`src/rtl/slot_sequencer.sv`:
```
// slot_sequencer: walks descriptor slots, issues MM2S/S2MM commands for PENDING slots
// and writes back final status plus an ISSUE+WAIT cycle profile.
module slot_sequencer #(
    parameter int NUM_SLOTS       = 4,
    parameter int INPUT_IDX_WIDTH = 2,
    parameter int SRC_ADDR_WIDTH  = 32,
    parameter int SRC_SIZE_WIDTH  = 26,
    parameter int DST_ADDR_WIDTH  = 32,
    parameter int DST_SIZE_WIDTH  = 26,
    parameter int STATUS_WIDTH    = 2,
    parameter int PROFILE_WIDTH   = 32
) (
    input  logic                       clk,
    input  logic                       reset,
    input  logic                       start,
    output logic                       busy,
    output logic                       done,
    output logic                       err,
    output logic [INPUT_IDX_WIDTH-1:0] rd_idx,
    input  logic [SRC_ADDR_WIDTH-1:0]  rd_src_addr,
    input  logic [SRC_SIZE_WIDTH-1:0]  rd_src_size,
    input  logic [DST_ADDR_WIDTH-1:0]  rd_des_addr,
    input  logic [DST_SIZE_WIDTH-1:0]  rd_des_size,
    input  logic [STATUS_WIDTH-1:0]    rd_status,
    output logic [INPUT_IDX_WIDTH-1:0] wr_idx,
    output logic [STATUS_WIDTH-1:0]    wr_status,
    output logic [PROFILE_WIDTH-1:0]   wr_profile,
    output logic                       set_status,
    output logic                       set_profile,
    output logic                       mm2s_cmd_valid,
    input  logic                       mm2s_cmd_ready,
    output logic [SRC_ADDR_WIDTH-1:0]  mm2s_cmd_addr,
    output logic [SRC_SIZE_WIDTH-1:0]  mm2s_cmd_size,
    output logic                       s2mm_cmd_valid,
    input  logic                       s2mm_cmd_ready,
    output logic [DST_ADDR_WIDTH-1:0]  s2mm_cmd_addr,
    output logic [DST_SIZE_WIDTH-1:0]  s2mm_cmd_size,
    input  logic                       mm2s_done,
    input  logic                       s2mm_done,
    input  logic                       dma_err
);
    localparam logic [STATUS_WIDTH-1:0] PENDING = STATUS_WIDTH'(1);
    localparam logic [STATUS_WIDTH-1:0] DONE    = STATUS_WIDTH'(2);
    localparam logic [STATUS_WIDTH-1:0] ERROR   = STATUS_WIDTH'(3);

    typedef enum logic [2:0] {IDLE, LOAD, CHECK, ISSUE, WAIT, WRBACK, NEXT, FINISH} state_t;

    state_t                     state;
    logic [INPUT_IDX_WIDTH-1:0] slot;
    logic [STATUS_WIDTH-1:0]    status;
    logic [PROFILE_WIDTH-1:0]   prof;
    logic                       m_acc, s_acc, m_fin, s_fin;
    logic                       m_acc_n, s_acc_n;
    logic [PROFILE_WIDTH-1:0]   prof_inc;

    // a direction counts as accepted from its handshake cycle onward, so a done
    // pulse coinciding with the handshake is not lost
    assign m_acc_n  = m_acc | (mm2s_cmd_valid & mm2s_cmd_ready);
    assign s_acc_n  = s_acc | (s2mm_cmd_valid & s2mm_cmd_ready);
    assign prof_inc = &prof ? prof : prof + 1'b1;
    assign rd_idx   = slot;

    always_ff @(posedge clk or posedge reset) begin
        if (reset) begin
            state          <= IDLE;
            slot           <= '0;
            status         <= '0;
            prof           <= '0;
            {m_acc, s_acc, m_fin, s_fin} <= '0;
            {busy, done, err, set_status, set_profile} <= '0;
            {mm2s_cmd_valid, s2mm_cmd_valid} <= '0;
            mm2s_cmd_addr  <= '0;
            mm2s_cmd_size  <= '0;
            s2mm_cmd_addr  <= '0;
            s2mm_cmd_size  <= '0;
            wr_idx         <= '0;
            wr_status      <= '0;
            wr_profile     <= '0;
        end else begin
            done        <= 1'b0;
            set_status  <= 1'b0;
            set_profile <= 1'b0;
            case (state)
                IDLE: if (start) begin
                    slot  <= '0;
                    err   <= 1'b0;
                    busy  <= 1'b1;
                    state <= LOAD;
                end
                LOAD: begin
                    mm2s_cmd_addr <= rd_src_addr;
                    mm2s_cmd_size <= rd_src_size;
                    s2mm_cmd_addr <= rd_des_addr;
                    s2mm_cmd_size <= rd_des_size;
                    status        <= rd_status;
                    state         <= CHECK;
                end
                CHECK: if (status != PENDING) state <= NEXT;
                else begin
                    prof           <= '0;
                    mm2s_cmd_valid <= mm2s_cmd_size != '0;
                    s2mm_cmd_valid <= s2mm_cmd_size != '0;
                    m_acc          <= mm2s_cmd_size == '0;
                    m_fin          <= mm2s_cmd_size == '0;
                    s_acc          <= s2mm_cmd_size == '0;
                    s_fin          <= s2mm_cmd_size == '0;
                    state          <= ISSUE;
                end
                ISSUE, WAIT: begin
                    prof  <= prof_inc;
                    m_acc <= m_acc_n;
                    s_acc <= s_acc_n;
                    if (m_acc_n) mm2s_cmd_valid <= 1'b0;
                    if (s_acc_n) s2mm_cmd_valid <= 1'b0;
                    if (mm2s_done && m_acc_n) m_fin <= 1'b1;
                    if (s2mm_done && s_acc_n) s_fin <= 1'b1;
                    if (dma_err || (state == WAIT && m_fin && s_fin)) begin
                        if (dma_err) begin
                            mm2s_cmd_valid <= 1'b0;
                            s2mm_cmd_valid <= 1'b0;
                            err            <= 1'b1;
                        end
                        wr_idx      <= slot;
                        wr_status   <= dma_err ? ERROR : DONE;
                        wr_profile  <= prof_inc;
                        set_status  <= 1'b1;
                        set_profile <= 1'b1;
                        state       <= WRBACK;
                    end else if (state == ISSUE && m_acc_n && s_acc_n) state <= WAIT;
                end
                WRBACK: begin
                    done  <= wr_status == ERROR;
                    state <= wr_status == ERROR ? FINISH : NEXT;
                end
                NEXT: if (slot == INPUT_IDX_WIDTH'(NUM_SLOTS - 1)) begin
                    done  <= 1'b1;
                    state <= FINISH;
                end else begin
                    slot  <= slot + 1'b1;
                    state <= LOAD;
                end
                FINISH: begin
                    busy  <= 1'b0;
                    state <= IDLE;
                end
                default: state <= IDLE;
            endcase
        end
    end
endmodule

```
`config.mk`:
```
export PLATFORM = sky130hd
export DESIGN_NAME = slot_sequencer
export DESIGN_NICKNAME = d
export VERILOG_FILES = /design/src/rtl/slot_sequencer.sv
export SDC_FILE = /design/constraint.sdc
export NUM_CORES = 1
export LEC_CHECK = 0
export CAP_MARGIN = 25
export CORE_ASPECT_RATIO = 1.75
export CORE_MARGIN = 2
export CORE_UTILIZATION = 51
export CTS_CLUSTER_SIZE = 8
export DETAILED_ROUTE_END_ITERATION = 6
export PLACE_DENSITY = 0.94
export SETUP_SLACK_MARGIN = 0.1
export SLEW_MARGIN = 20
export SYNTH_ARGS = -nofsm -noshare
export SYNTH_HDL_FRONTEND = slang
export SYNTH_SLANG_ARGS = --single-unit
export TNS_END_PERCENT = 10
```
`constraint.sdc`:
```
create_clock -name clk -period 12.2 [get_ports clk]
set_input_delay 2.44 -clock clk [delete_from_list [all_inputs] [get_ports clk]]
set_output_delay 2.44 -clock clk [all_outputs]
set_load 0.02 [all_outputs]
```
* Yosys cells after proc, flatten, opt, wreduce, memory -nomap -nowiden
Cells that the tools add are included.
** Storage, ports and cells
- Register bits :: 201
- Bits in latches :: 0
- Memory bits (writable) :: 0
- ROM bits :: 0
- Output and inout port bits :: 161
- Logic and storage cells :: 113
- Memories :: 0
** Operators by class
- $add $sub $neg :: 2
- Multipliers :: 0
- Divide/modulo/power cells :: 0
- Order comparisons :: 0
- Equal/unequal tests :: 18
- Shifts and indexed selects :: 0
- Mux-type cells :: 42
- Bitwise operators :: 4
- Reduce and logical (&&, ||, !) cells :: 26
** Operators with widths (number)
- two-way mux 32 bit :: 2
- case mux 32 bit (2 select lines) :: 1
- logical NOT 26 bit :: 2
- nonzero test 26 bit :: 2
- adder 32 x 1 -> 32 bit, second input constant :: 1
- AND reduction 32 bit :: 1
- two-way mux 1 bit :: 21
- case mux 3 bit (7 select lines) :: 1
- case mux 1 bit (2 select lines) :: 9
- two-way mux 3 bit :: 5
- != test 2 bit, second input constant :: 7
- equality test 3 bit, second input constant :: 4
- AND reduction 3 bit :: 3
- AND reduction 2 bit :: 4
- nonzero test 2 bit :: 4
- equality test 3 x 2 -> 1 bit, second input constant :: 2
- logical AND 1 bit :: 6
- equality test 2 bit, second input constant :: 2
- two-way mux 2 bit :: 2
- case mux 2 bit (2 select lines) :: 1
- AND reduction 4 bit :: 1
- equality test 3 x 1 -> 1 bit, second input constant :: 1
- logical NOT 3 bit :: 1
- != test 3 bit, second input constant :: 1
- other kinds (6) :: 8

* Longest topological paths before layout
Gate-level depths: netlist of the first run.
- Depth in word-level cells :: 7
- Depth in mapped cells :: 9

* Worst setup path before layout of the first run
No wires, ideal clock.
- Path type :: input -> register
- Start point :: input port dma_err
- End point :: register wr_profile[13]
- Library setup time :: 69 ps
- Arrival time :: 3376 ps
- Required time :: 12131 ps
- Setup slack :: 8755 ps
- Stages on the path :: 5
- Buffers on the path :: 1
- Cell sequence :: o21ai_1 and2_1 buf_2 or4_1 nand3_1
** Between the ends
- Longest elaborated chain between the ends :: 2
** Ends and longest elaborated chain
- start, declared :: line 40 : input logic dma_err
- logical OR 1 bit :: line 117 : if (dma_err || (state == WAIT && m_fin && s_fin)) begin
- AND reduction 2 bit (no source line)
- end signal, assigned :: line 125 : wr_profile <= prof_inc;
- end, declared :: line 27 : output logic [PROFILE_WIDTH-1:0] wr_profile,
Every way passes these cells.
A chain may end at the register's enable or synchronous reset.

* Worst setup path after layout of the first run
- Start point :: register wr_status[0]
- End point :: output port wr_status[0]
** RTL lines
- start, declared :: line 26 : output logic [STATUS_WIDTH-1:0] wr_status,
- start signal, assigned :: line 124 : wr_status <= dma_err ? ERROR : DONE;
No word-level cell between the ends.

==> results.sh, run 1 <==
export IMPL_crit_chain="clkdlybuf4s50_1"
export IMPL_ys_seq_elements=201
export IMPL_setup_tns_ns=0
export IMPL_ys_seq_area_share_pct=54.41
export IMPL_numCtsBuffers=29
export IMPL_dominant_combinational_cell_family_by_area_after_synthesis="multiplexers"
export IMPL_most_common_cell_after_layout_fill_and_taps_aside="sky130_fd_sc_hd__clkdlybuf4s50_1"
export IMPL_syn_mean_instance_area_um2=11.87
export IMPL_groute_usage_overall_pct=28.22
export IMPL_grt_pass1_vias=8156
export IMPL_finalMaxSlewViolations=0
export IMPL_floorplan_core_area_um2=17890
export IMPL_synthDistinctLibCells=68
export IMPL_clkSlewWorstSetupHoldPaths_ns=0.05
export IMPL_std_cell_rows=65
export IMPL_antenna_found_initial=1
export IMPL_route_detailed_wl_per_inst_um=21.08
export IMPL_finalClockSkew_ns=0.01354
export IMPL_nets=1178
export IMPL_synth_flop_type="sky130_fd_sc_hd__dfrtp_1"
export IMPL_cp_data_required_time_ns=9.76
export IMPL_criticalPathCategory="reg -> out"
export IMPL_drive_above_1_share_pct=17.71
export IMPL_synth_edf_count=0
export IMPL_cts_htree_levels=1
export IMPL_worst_pin_slew_ns=0.8888
export IMPL_most_common_layout_cells="286 x sky130_fd_sc_hd__clkdlybuf4s50_1, 201 x sky130_fd_sc_hd__dfrtp_1, 120 x sky130_fd_sc_hd__mux2_2"
export IMPL_tritoncts="done"
export IMPL_timing_max_slew_rel_slack_pct=40.75
export IMPL_post_cts_buffers=0
export IMPL_routed_wirelength_um=27090
export IMPL_die_width_um=105.8
export IMPL_synth_area_mux_share_pct=15.05
export IMPL_postSynthNetCount=907
export IMPL_synthArstFlopShare_pct=100.0
export IMPL_post_synth_fa_ha_maj_area_fraction_pct=0.2707
export IMPL_critPathSlowestCell="sky130_fd_sc_hd__clkdlybuf4s50_1"
export IMPL_grt_first_pass_wirelength_um=43170
export IMPL_die_area_um2=19260
export IMPL_status="complete, no violations"
export IMPL_nFillCells=1171
export IMPL_cp_top_family="buffers and inverters"
export IMPL_timing_critical_path_slowest_cell_delay_ns=0.70
export IMPL_synth_simple_area_share_pct=13.60
export IMPL_cts_root_buffer_cell="sky130_fd_sc_hd__clkbuf_16"
export IMPL_layout_worst_path_cycle_share_pct=33.79
export IMPL_area_delta_synth_final_pct=39.72
export IMPL_via_total_after_detailed_routing=7654
export IMPL_hold_viol=0
export IMPL_share_of_the_synthesized_area_in_compound_gates_ao_oa_aoi_oai_pct=11.30
export IMPL_clk_latency_ns=0.53
export IMPL_io_pins=287
export IMPL_post_route_util_pct=72.20
export IMPL_gp_weighted_congestion=0.8888
export IMPL_cts_hold_repair_buffers=0
export IMPL_chipHeight_um=182.1
export IMPL_route_detailed_vias_per_inst=5.956
export IMPL_crit_buf_inv=1
export IMPL_drt_pass1_iter_count=5
export IMPL_timing_max_cap_violations=0
export IMPL_cts_path_max_buffers=3
export IMPL_hold_path_class="reg -> reg"
export IMPL_critical_path_end_type="primary output"
export IMPL_max_vdd_ir_drop_v=0.0001830
export IMPL_yosysWarningCount=0
export IMPL_critical_path_startpoint_type="register"
export IMPL_static_power_due_to_leakage_nw=5.227
export IMPL_port_buffers=286
export IMPL_initial_cell_density_of_the_core_pct=51.67
export IMPL_grt_start_max_net_pins=127
export IMPL_numClockSinks=201
export IMPL_critical_path_peak_fanout=3
export IMPL_setup_violations=0
export IMPL_cellPowerDensity_nw_per_um2=268.6
export IMPL_post_layout_min_period_ns=4.123
export IMPL_grt_overflow_total=0
export IMPL_max_freq_mhz=242.6
export IMPL_cts_resized=0
export IMPL_number_of_design_rule_violations_left_after_detail_routing=0
export IMPL_critPathArrivalTime_ns=1.68
export IMPL_synth_xor_area_share_pct=1.326
export IMPL_drt_first_iter_violations=323
export IMPL_dp_final_hpwl_um=18930
export IMPL_synthesis_area_um2=9245
export IMPL_route_antenna_remaining_nets=0
export IMPL_setup_repair_after_global_routing_missed_its_margin="no"
export IMPL_synthesis_instances=779
==> stage by stage <==
| stage | hold WS [ns] | worst slack, ns | total power, mW | cells | area (µm²) |
|---|---|---|---|---|---|
| floorplan | 0.4696 | 4.278 | 2.030 | 779 | 9245 |
| global placement | 0.4601 | 7.331 | 2.701 | 1251 | 12130 |
| detailed placement | 0.4697 | 7.254 | 2.764 | 1251 | 12130 |
| CTS | 0.4799 | 7.752 | 3.480 | 1282 | 12870 |
| global route | 0.5053 | 7.979 | 3.637 | 1285 | 12920 |
| finish | 0.4719 | 8.077 | 3.470 | 1285 | 12920 |
==> metal layers <==
layer  up-vias  wire length (µm)  GRT usage [%]
met5         -                 0              0
met4         0              1516          14.11
met3       118              1910          6.321
met2       373             14710          51.48
met1      3756              8960          30.30
li1       3407                 -              -
==> where the power goes <==
group	internal (mW)	switching (mW)
clock	0.414	0.273
combinational	0.785	0.837
sequential	0.939	0.223
total	2.14	1.33
==> final timing paths <==
kind	from	endpoint	slack, ns	cells after the start
worst max-delay path	wr_status[0]$_DFFE_PP0P_	wr_status[0]	8.08	1
worst min-delay path	wr_profile[2]$_DFFE_PP0P_	wr_profile[2]$_DFFE_PP0P_	0.47	2
worst max register to register	state[0]$_DFFE_PP0P_	mm2s_cmd_size[8]$_DFFE_PP0P_	9.28	5
worst min register to register	wr_profile[2]$_DFFE_PP0P_	wr_profile[2]$_DFFE_PP0P_	0.47	2
max in group asynchronous	reset	s2mm_cmd_addr[22]$_DFFE_PP0P_	8.44	4
min in group asynchronous	reset	s2mm_cmd_addr[8]$_DFFE_PP0P_	2.49	2
==> tightest hold or removal path, stage by stage, from the launching register on <==
cell	delay [ns]
sky130_fd_sc_hd__dfrtp_1	0.33
sky130_fd_sc_hd__nand2_1	0.04
sky130_fd_sc_hd__o21ai_0	0.06
==> synth_stat cells (10+ instances only) <==
cell | n | share of area, %
sky130_fd_sc_hd__dfrtp_1 | 201 | 54
sky130_fd_sc_hd__mux2_2 | 120 | 15
sky130_fd_sc_hd__nand2_1 | 65 | 2.6
sky130_fd_sc_hd__o21ai_0 | 31 | 1.7
sky130_fd_sc_hd__nor2_1 | 30 | 1.2
sky130_fd_sc_hd__a31oi_1 | 26 | 1.8
sky130_fd_sc_hd__nand3_1 | 26 | 1.4
sky130_fd_sc_hd__buf_2 | 22 | 1.2
sky130_fd_sc_hd__a21oi_1 | 21 | 1.1
sky130_fd_sc_hd__inv_1 | 14 | 0.57
sky130_fd_sc_hd__nor4_1 | 14 | 0.95
sky130_fd_sc_hd__xnor2_1 | 13 | 1.2
sky130_fd_sc_hd__clkbuf_1 | 12 | 0.49
sky130_fd_sc_hd__nand4_1 | 12 | 0.81
sky130_fd_sc_hd__and4_1 | 11 | 1.0
sky130_fd_sc_hd__or3_1 | 11 | 0.74
sky130_fd_sc_hd__or4_1 | 11 | 0.89
sky130_fd_sc_hd__buf_6 | 10 | 1.2
==> sequential cells by signal, indices dropped and copies added (netlist names), 2 cells and up <==
signal,flops
mm2s_cmd_addr,32
mm2s_cmd_size,26
prof,32
rd_idx,2
s2mm_cmd_addr,32
s2mm_cmd_size,26
state,3
status,2
wr_idx,2
wr_profile,32
wr_status,2
==> logic make-up (layout without fill, tap and decap cells) <==
logic type               Yosys count  count (layout)
flip-flops                       201             201
AND/OR/NAND/NOR                  223             223
other                              0               1
adder cells (fa/ha/maj)            2               2
AO/OA/AOI/OAI                    148             148
multiplexers                     124             124
XOR/XNOR                          14              14
buffers and inverters             67             338
==> layout make-up <==
type	instances	area, µm²	share of cell area (%)
diodes	1	2.502	0.01937
clock inverters	1	8.758	0.06780
clock buffers	30	729.5	5.647
multi-input cells	511	3855	29.84
well taps	234	292.8	2.267
inverters	14	60.06	0.4649
repair buffers	293	2939	22.75
flip-flops and latches	201	5030	38.94
No activity file was read; power rests on OpenSTA's default activity.
==> run 2, diff against run 1 <==
--- a/config.mk
+++ b/config.mk
@@ -8,10 +8,10 @@
 export CAP_MARGIN = 25
 export CORE_ASPECT_RATIO = 1.75
 export CORE_MARGIN = 2
-export CORE_UTILIZATION = 51
+export CORE_UTILIZATION = 47
 export CTS_CLUSTER_SIZE = 8
 export DETAILED_ROUTE_END_ITERATION = 6
-export PLACE_DENSITY = 0.94
+export PLACE_DENSITY = 0.89
 export SETUP_SLACK_MARGIN = 0.1
 export SLEW_MARGIN = 20
 export SYNTH_ARGS = -nofsm -noshare
==> constraint.sdc (replaced) <==
create_clock -name clk -period 4.3 [get_ports clk]
set_input_delay 0.86 -clock clk [delete_from_list [all_inputs] [get_ports clk]]
set_output_delay 0.86 -clock clk [all_outputs]
set_load 0.02 [all_outputs]
==> results.sh, run 2 (synthesis results as in run 1) <==
export IMPL_route_detailed_wl_per_inst_um=20.79
export IMPL_timing_max_slew_rel_slack_pct=42.18
export IMPL_cts_resized=0
export IMPL_multi_input_comb_area_um2=3855
export IMPL_cp_data_required_time_ns=4.69
export IMPL_chipHeight_um=189.5
export IMPL_numClockSinks=201
export IMPL_routed_wirelength_um=26880
export IMPL_groute_usage_overall_pct=26.07
export IMPL_die_area_um2=20850
export IMPL_post_layout_min_period_ns=2.774
export IMPL_antenna_found_initial=0
export IMPL_initial_cell_density_of_the_core_pct=48.16
export IMPL_cp_top_family="simple AND/OR/NAND/NOR gates"
export IMPL_clk_latency_ns=0.52
export IMPL_crit_chain="or3b_2 > nand2_2 > nor2_2 > buf_6 > o311ai_0 > o41ai_1"
export IMPL_static_power_due_to_leakage_nw=5.241
export IMPL_post_route_util_pct=67.54
export IMPL_drt_first_iter_violations=437
export IMPL_number_of_design_rule_violations_left_after_detail_routing=0
export IMPL_hold_path_class="reg -> reg"
export IMPL_drive_above_1_share_pct=17.78
export IMPL_critical_path_peak_fanout=35
export IMPL_via_total_after_detailed_routing=7492
export IMPL_port_buffers=286
export IMPL_max_vdd_ir_drop_v=0.0005494
export IMPL_timing_max_cap_violations=0
export IMPL_hold_viol=0
export IMPL_grt_start_max_net_pins=105
export IMPL_post_cts_buffers=0
export IMPL_critPathSlowestCell="sky130_fd_sc_hd__dfrtp_1"
export IMPL_worst_pin_slew_ns=0.8625
export IMPL_critical_path_end_type="register"
export IMPL_setup_tns_ns=0
export IMPL_finalClockSkew_ns=0.008261
export IMPL_nets=1180
export IMPL_clkSlewWorstSetupHoldPaths_ns=0.05
export IMPL_cellPowerDensity_nw_per_um2=757.8
export IMPL_criticalPathCategory="reg -> reg"
export IMPL_route_antenna_remaining_nets=0
export IMPL_grt_first_pass_wirelength_um=42270
export IMPL_place_worst_setup_slack_ns=1.421
export IMPL_drt_pass1_iter_count=5
export IMPL_critical_path_startpoint_type="register"
export IMPL_layout_setup_ws_ns=1.526
export IMPL_area_delta_synth_final_pct=40.24
export IMPL_whs_ns=0.4747
export IMPL_cts_hold_repair_buffers=0
export IMPL_layout_worst_path_cycle_share_pct=64.51
export IMPL_die_width_um=110.0
export IMPL_finalMaxSlewViolations=0
export IMPL_dp_final_hpwl_um=19200
export IMPL_cts_htree_levels=1
export IMPL_critPathArrivalTime_ns=3.16
export IMPL_most_common_layout_cells="286 x sky130_fd_sc_hd__clkdlybuf4s50_1, 201 x sky130_fd_sc_hd__dfrtp_1, 120 x sky130_fd_sc_hd__mux2_2"
export IMPL_status="complete, no violations"
export IMPL_cts_path_max_buffers=3
export IMPL_max_freq_mhz=360.5
export IMPL_diodes=0
export IMPL_most_common_cell_after_layout_fill_and_taps_aside="sky130_fd_sc_hd__clkdlybuf4s50_1"
export IMPL_gp_weighted_congestion=0.8637
export IMPL_grt_overflow_total=0
export IMPL_floorplan_core_area_um2=19200
export IMPL_numCtsBuffers=29
export IMPL_route_detailed_vias_per_inst=5.794
export IMPL_nFillCells=1369
export IMPL_setup_violations=0
export IMPL_timing_critical_path_slowest_cell_delay_ns=0.60
export IMPL_std_cell_rows=67
export IMPL_cts_root_buffer_cell="sky130_fd_sc_hd__clkbuf_16"
export IMPL_tritoncts="done"
export IMPL_crit_buf_inv=1
export IMPL_grt_pass1_vias=7944
export IMPL_area_sequential_um2=5030
export IMPL_io_pins=287
export IMPL_setup_repair_after_global_routing_missed_its_margin="no"
==> run 2: changes by cell type in the layout (fill, tap and decap cells not counted), sizes merged <==
cell,delta
clkinvlp,+1
inv,-1
buf,+2
diode,-1
==> run 2: per-stage QoR <==
| stage | cells | instance area (µm²) | power, mW |
|---|---|---|---|
| floorplan | 779 | 9249 | 5.759 |
| global placement | 1261 | 12210 | 7.726 |
| detailed placement | 1261 | 12210 | 7.870 |
| CTS | 1292 | 12950 | 9.875 |
| global route | 1293 | 12960 | 10.30 |
| finish | 1293 | 12960 | 9.825 |
==> run 2: layout make-up <==
| class | count | area share (%) |
|---|---|---|
| Sequential cell | 201 | 38.80 |
| Timing Repair Buffer | 295 | 23.02 |
| Inverter | 14 | 0.4343 |
| Tap cell | 241 | 2.326 |
| Clock buffer | 30 | 5.626 |
| Multi-Input combinational cell | 511 | 29.73 |
| Clock inverter | 1 | 0.06755 |
==> run 2: layer usage <==
layer	wire length (µm)	share of wire, %	GRT usage, %
met1	8962	33	28.25
met2	15040	56	48.30
met3	1994	7.4	5.995
met4	880	3.3	9.056
met5	0	0	0
==> run 2: report_power, final <==
part	total [mW]	switching [mW]	internal (mW)
sequential	3.26	0.595	2.66
combinational	4.63	2.37	2.26
clock	1.94	0.764	1.17
total	9.83	3.73	6.10
==> run 2: final timing paths <==
path	startpoint	end	slack, ns	depth (start not counted)
worst min register to register	wr_profile[16]$_DFFE_PP0P_	wr_profile[16]$_DFFE_PP0P_	0.47	2
worst max register to register	state[2]$_DFFE_PP0P_	prof[26]$_DFFE_PP0P_	1.53	6
worst max-delay path	state[2]$_DFFE_PP0P_	prof[26]$_DFFE_PP0P_	1.53	6
max in group asynchronous	reset	wr_profile[21]$_DFFE_PP0P_	2.78	3
worst min-delay path	wr_profile[16]$_DFFE_PP0P_	wr_profile[16]$_DFFE_PP0P_	0.47	2
min in group asynchronous	reset	s2mm_cmd_addr[20]$_DFFE_PP0P_	0.67	2
==> run 2: tightest hold or removal path, stage by stage, from the launching register on <==
cell	delay [ns]
sky130_fd_sc_hd__dfrtp_1	0.34
sky130_fd_sc_hd__nand2_1	0.04
sky130_fd_sc_hd__o21ai_0	0.06
==> run 3, diff against run 2 <==
==> constraint.sdc (replaced) <==
create_clock -name clk -period 2.85 [get_ports clk]
set_input_delay 0.57 -clock clk [delete_from_list [all_inputs] [get_ports clk]]
set_output_delay 0.57 -clock clk [all_outputs]
set_load 0.02 [all_outputs]
==> results.sh, run 3 (synthesis results as in run 1) <==
export IMPL_status="complete, no violations"
export IMPL_post_layout_min_period_ns=2.434
export IMPL_detailed_place_area_um2=12380
export IMPL_critPathArrivalTime_ns=2.89
export IMPL_chipHeight_um=189.5
export IMPL_static_power_due_to_leakage_nw=5.327
export IMPL_layout_setup_ws_ns=0.4161
export IMPL_critical_path_peak_fanout=9
export IMPL_critPathSlowestCell="sky130_fd_sc_hd__and4_1"
export IMPL_place_worst_setup_slack_ns=0.4570
export IMPL_drive_above_1_share_pct=19.22
export IMPL_groute_usage_overall_pct=26.48
export IMPL_clkSlewWorstSetupHoldPaths_ns=0.05
export IMPL_finalClockSkew_ns=0.01605
export IMPL_drt_pass1_iter_count=5
export IMPL_critPathMostFrequentCell="sky130_fd_sc_hd__and4_1"
export IMPL_port_buffers=286
export IMPL_dp_final_hpwl_um=19850
export IMPL_route_detailed_wl_per_inst_um=20.45
export IMPL_power_share_switching_pct=37.72
export IMPL_post_cts_buffers=0
export IMPL_cellPowerDensity_nw_per_um2=1134
export IMPL_cts_path_max_buffers=3
export IMPL_initial_cell_density_of_the_core_pct=48.16
export IMPL_cts_htree_levels=1
export IMPL_seq_power_share_pct=32.9
export IMPL_hold_viol=0
export IMPL_hold_path_class="reg -> reg"
export IMPL_global_route_usage_met3_pct=6.509
export IMPL_timing_critical_path_slowest_cell_delay_ns=0.48
export IMPL_grt_busiest_layer="met2"
export IMPL_cts_resized=0
export IMPL_setup_repair_after_global_routing_missed_its_margin="no"
export IMPL_tritoncts="done"
export IMPL_route_detailed_vias_per_inst=5.786
export IMPL_clk_latency_ns=0.53
export IMPL_grt_start_max_net_pins=119
export IMPL_criticalPathCategory="reg -> reg"
export IMPL_nFillCells=1323
export IMPL_cp_data_required_time_ns=3.30
export IMPL_global_route_usage_met2_pct=46.77
export IMPL_most_common_layout_cells="286 x sky130_fd_sc_hd__clkdlybuf4s50_1, 201 x sky130_fd_sc_hd__dfrtp_1, 120 x sky130_fd_sc_hd__mux2_2"
export IMPL_gp_weighted_congestion=0.9233
export IMPL_setup_violations=0
export IMPL_diodes=0
export IMPL_grt_overflow_total=0
export IMPL_antenna_found_initial=0
export IMPL_max_freq_mhz=410.9
export IMPL_internal_power_mw=9.261
export IMPL_cts_hold_repair_buffers=0
export IMPL_most_common_cell_after_layout_fill_and_taps_aside="sky130_fd_sc_hd__clkdlybuf4s50_1"
export IMPL_io_pins=287
export IMPL_die_width_um=110.0
export IMPL_design_area_um2=13120
export IMPL_routed_wirelength_um=26850
export IMPL_route_antenna_remaining_nets=0
export IMPL_p_sw_mw=5.608
export IMPL_global_routing_met1_resource_utilization_pct=28.22
export IMPL_crit_chain="ha_1 > and4_1 > and4_1 > o21ai_1 > or3_1 > a31oi_1"
export IMPL_critical_path_startpoint_type="register"
export IMPL_critical_path_end_type="register"
export IMPL_nets=1200
export IMPL_std_cell_rows=67
export IMPL_numCtsBuffers=29
export IMPL_grt_pass1_vias=8112
export IMPL_timing_max_slew_rel_slack_pct=52.05
export IMPL_floorplan_core_area_um2=19200
export IMPL_cts_root_buffer_cell="sky130_fd_sc_hd__clkbuf_16"
export IMPL_grt_first_pass_wirelength_um=42880
export IMPL_via_total_after_detailed_routing=7597
export IMPL_timing_max_cap_violations=0
export IMPL_share_clk_of_total_power_pct=19.7
export IMPL_worst_pin_slew_ns=0.7177
export IMPL_finalMaxSlewViolations=0
export IMPL_area_delta_synth_final_pct=41.86
export IMPL_max_vdd_ir_drop_v=0.0008893
export IMPL_number_of_design_rule_violations_left_after_detail_routing=0
export IMPL_die_area_um2=20850
export IMPL_drt_first_iter_violations=333
export IMPL_numClockSinks=201
export IMPL_combinationalPowerShare_pct=47.4
export IMPL_layout_worst_path_cycle_share_pct=85.40
-- run 3: cell count changes in the layout (fill, tap and decap cells not counted), sizes merged --
cell | previous run | this run
buf | 9 | 29
-- run 3: worst paths after layout --
check | start | to | slack, ns | cells past startpoint
max in group asynchronous | reset | s2mm_cmd_addr[16]$_DFFE_PP0P_ | 1.64 | 3
min reg2reg | wr_profile[18]$_DFFE_PP0P_ | wr_profile[18]$_DFFE_PP0P_ | 0.48 | 2
min | wr_profile[18]$_DFFE_PP0P_ | wr_profile[18]$_DFFE_PP0P_ | 0.48 | 2
max reg2reg | prof[0]$_DFFE_PP0P_ | wr_profile[22]$_DFFE_PP0P_ | 0.42 | 6
max | prof[0]$_DFFE_PP0P_ | wr_profile[22]$_DFFE_PP0P_ | 0.42 | 6
min in group asynchronous | reset | prof[8]$_DFFE_PP0P_ | 0.51 | 2
-- run 3: per-layer routing --
metal	wire [µm]	vias up
met2	14380	330
met1	8918	3697
li1	-	3467
met3	1929	103
met5	0	-
met4	1618	0
-- run 3: power by group through the flow --
| stage | registers (mW) | logic [mW] | clock network (mW) |
|---|---|---|---|
| detailed placement | 4.92 | 7.04 | 0 |
| floorplan | 5.96 | 2.73 | 0 |
| global route | 5.03 | 7.50 | 3.08 |
| global placement | 4.83 | 6.91 | 0 |
| finish | 4.89 | 7.05 | 2.93 |
| CTS | 4.90 | 7.10 | 2.98 |
-- run 3: layout make-up --
cell class                      instances  area, µm²  area share [%]
Sequential cell                       201       5030           38.35
Multi-Input combinational cell        511       3846           29.33
Timing Repair Buffer                  315       3143           23.96
Clock buffer                           30      729.5           5.562
Tap cell                              241      301.5           2.299
Inverter                               14      56.30          0.4293
Clock inverter                          1      8.758         0.06678
-- run 3: through the flow --
stage                     util, %  setup TNS, ns  power [mW]  hold WS (ns)  cells
after floorplan                 -         -64.79       8.689        0.4696    779
after global placement      64.47              0       11.74        0.4637   1282
after detailed placement    64.47              0       11.96        0.4725   1282
after CTS                   68.32              0       14.98        0.4828   1313
after global routing        68.32              0       15.61        0.4972   1313
final                       68.32              0       14.87        0.4759   1313
-- run 3: critical path: cells and delay by family, from the launching register on --
kind,cells,cell delay [ns]
simple gates,3,1.10
compound gates,2,0.47
flops,1,0.44
fa+ha+maj,1,0.36
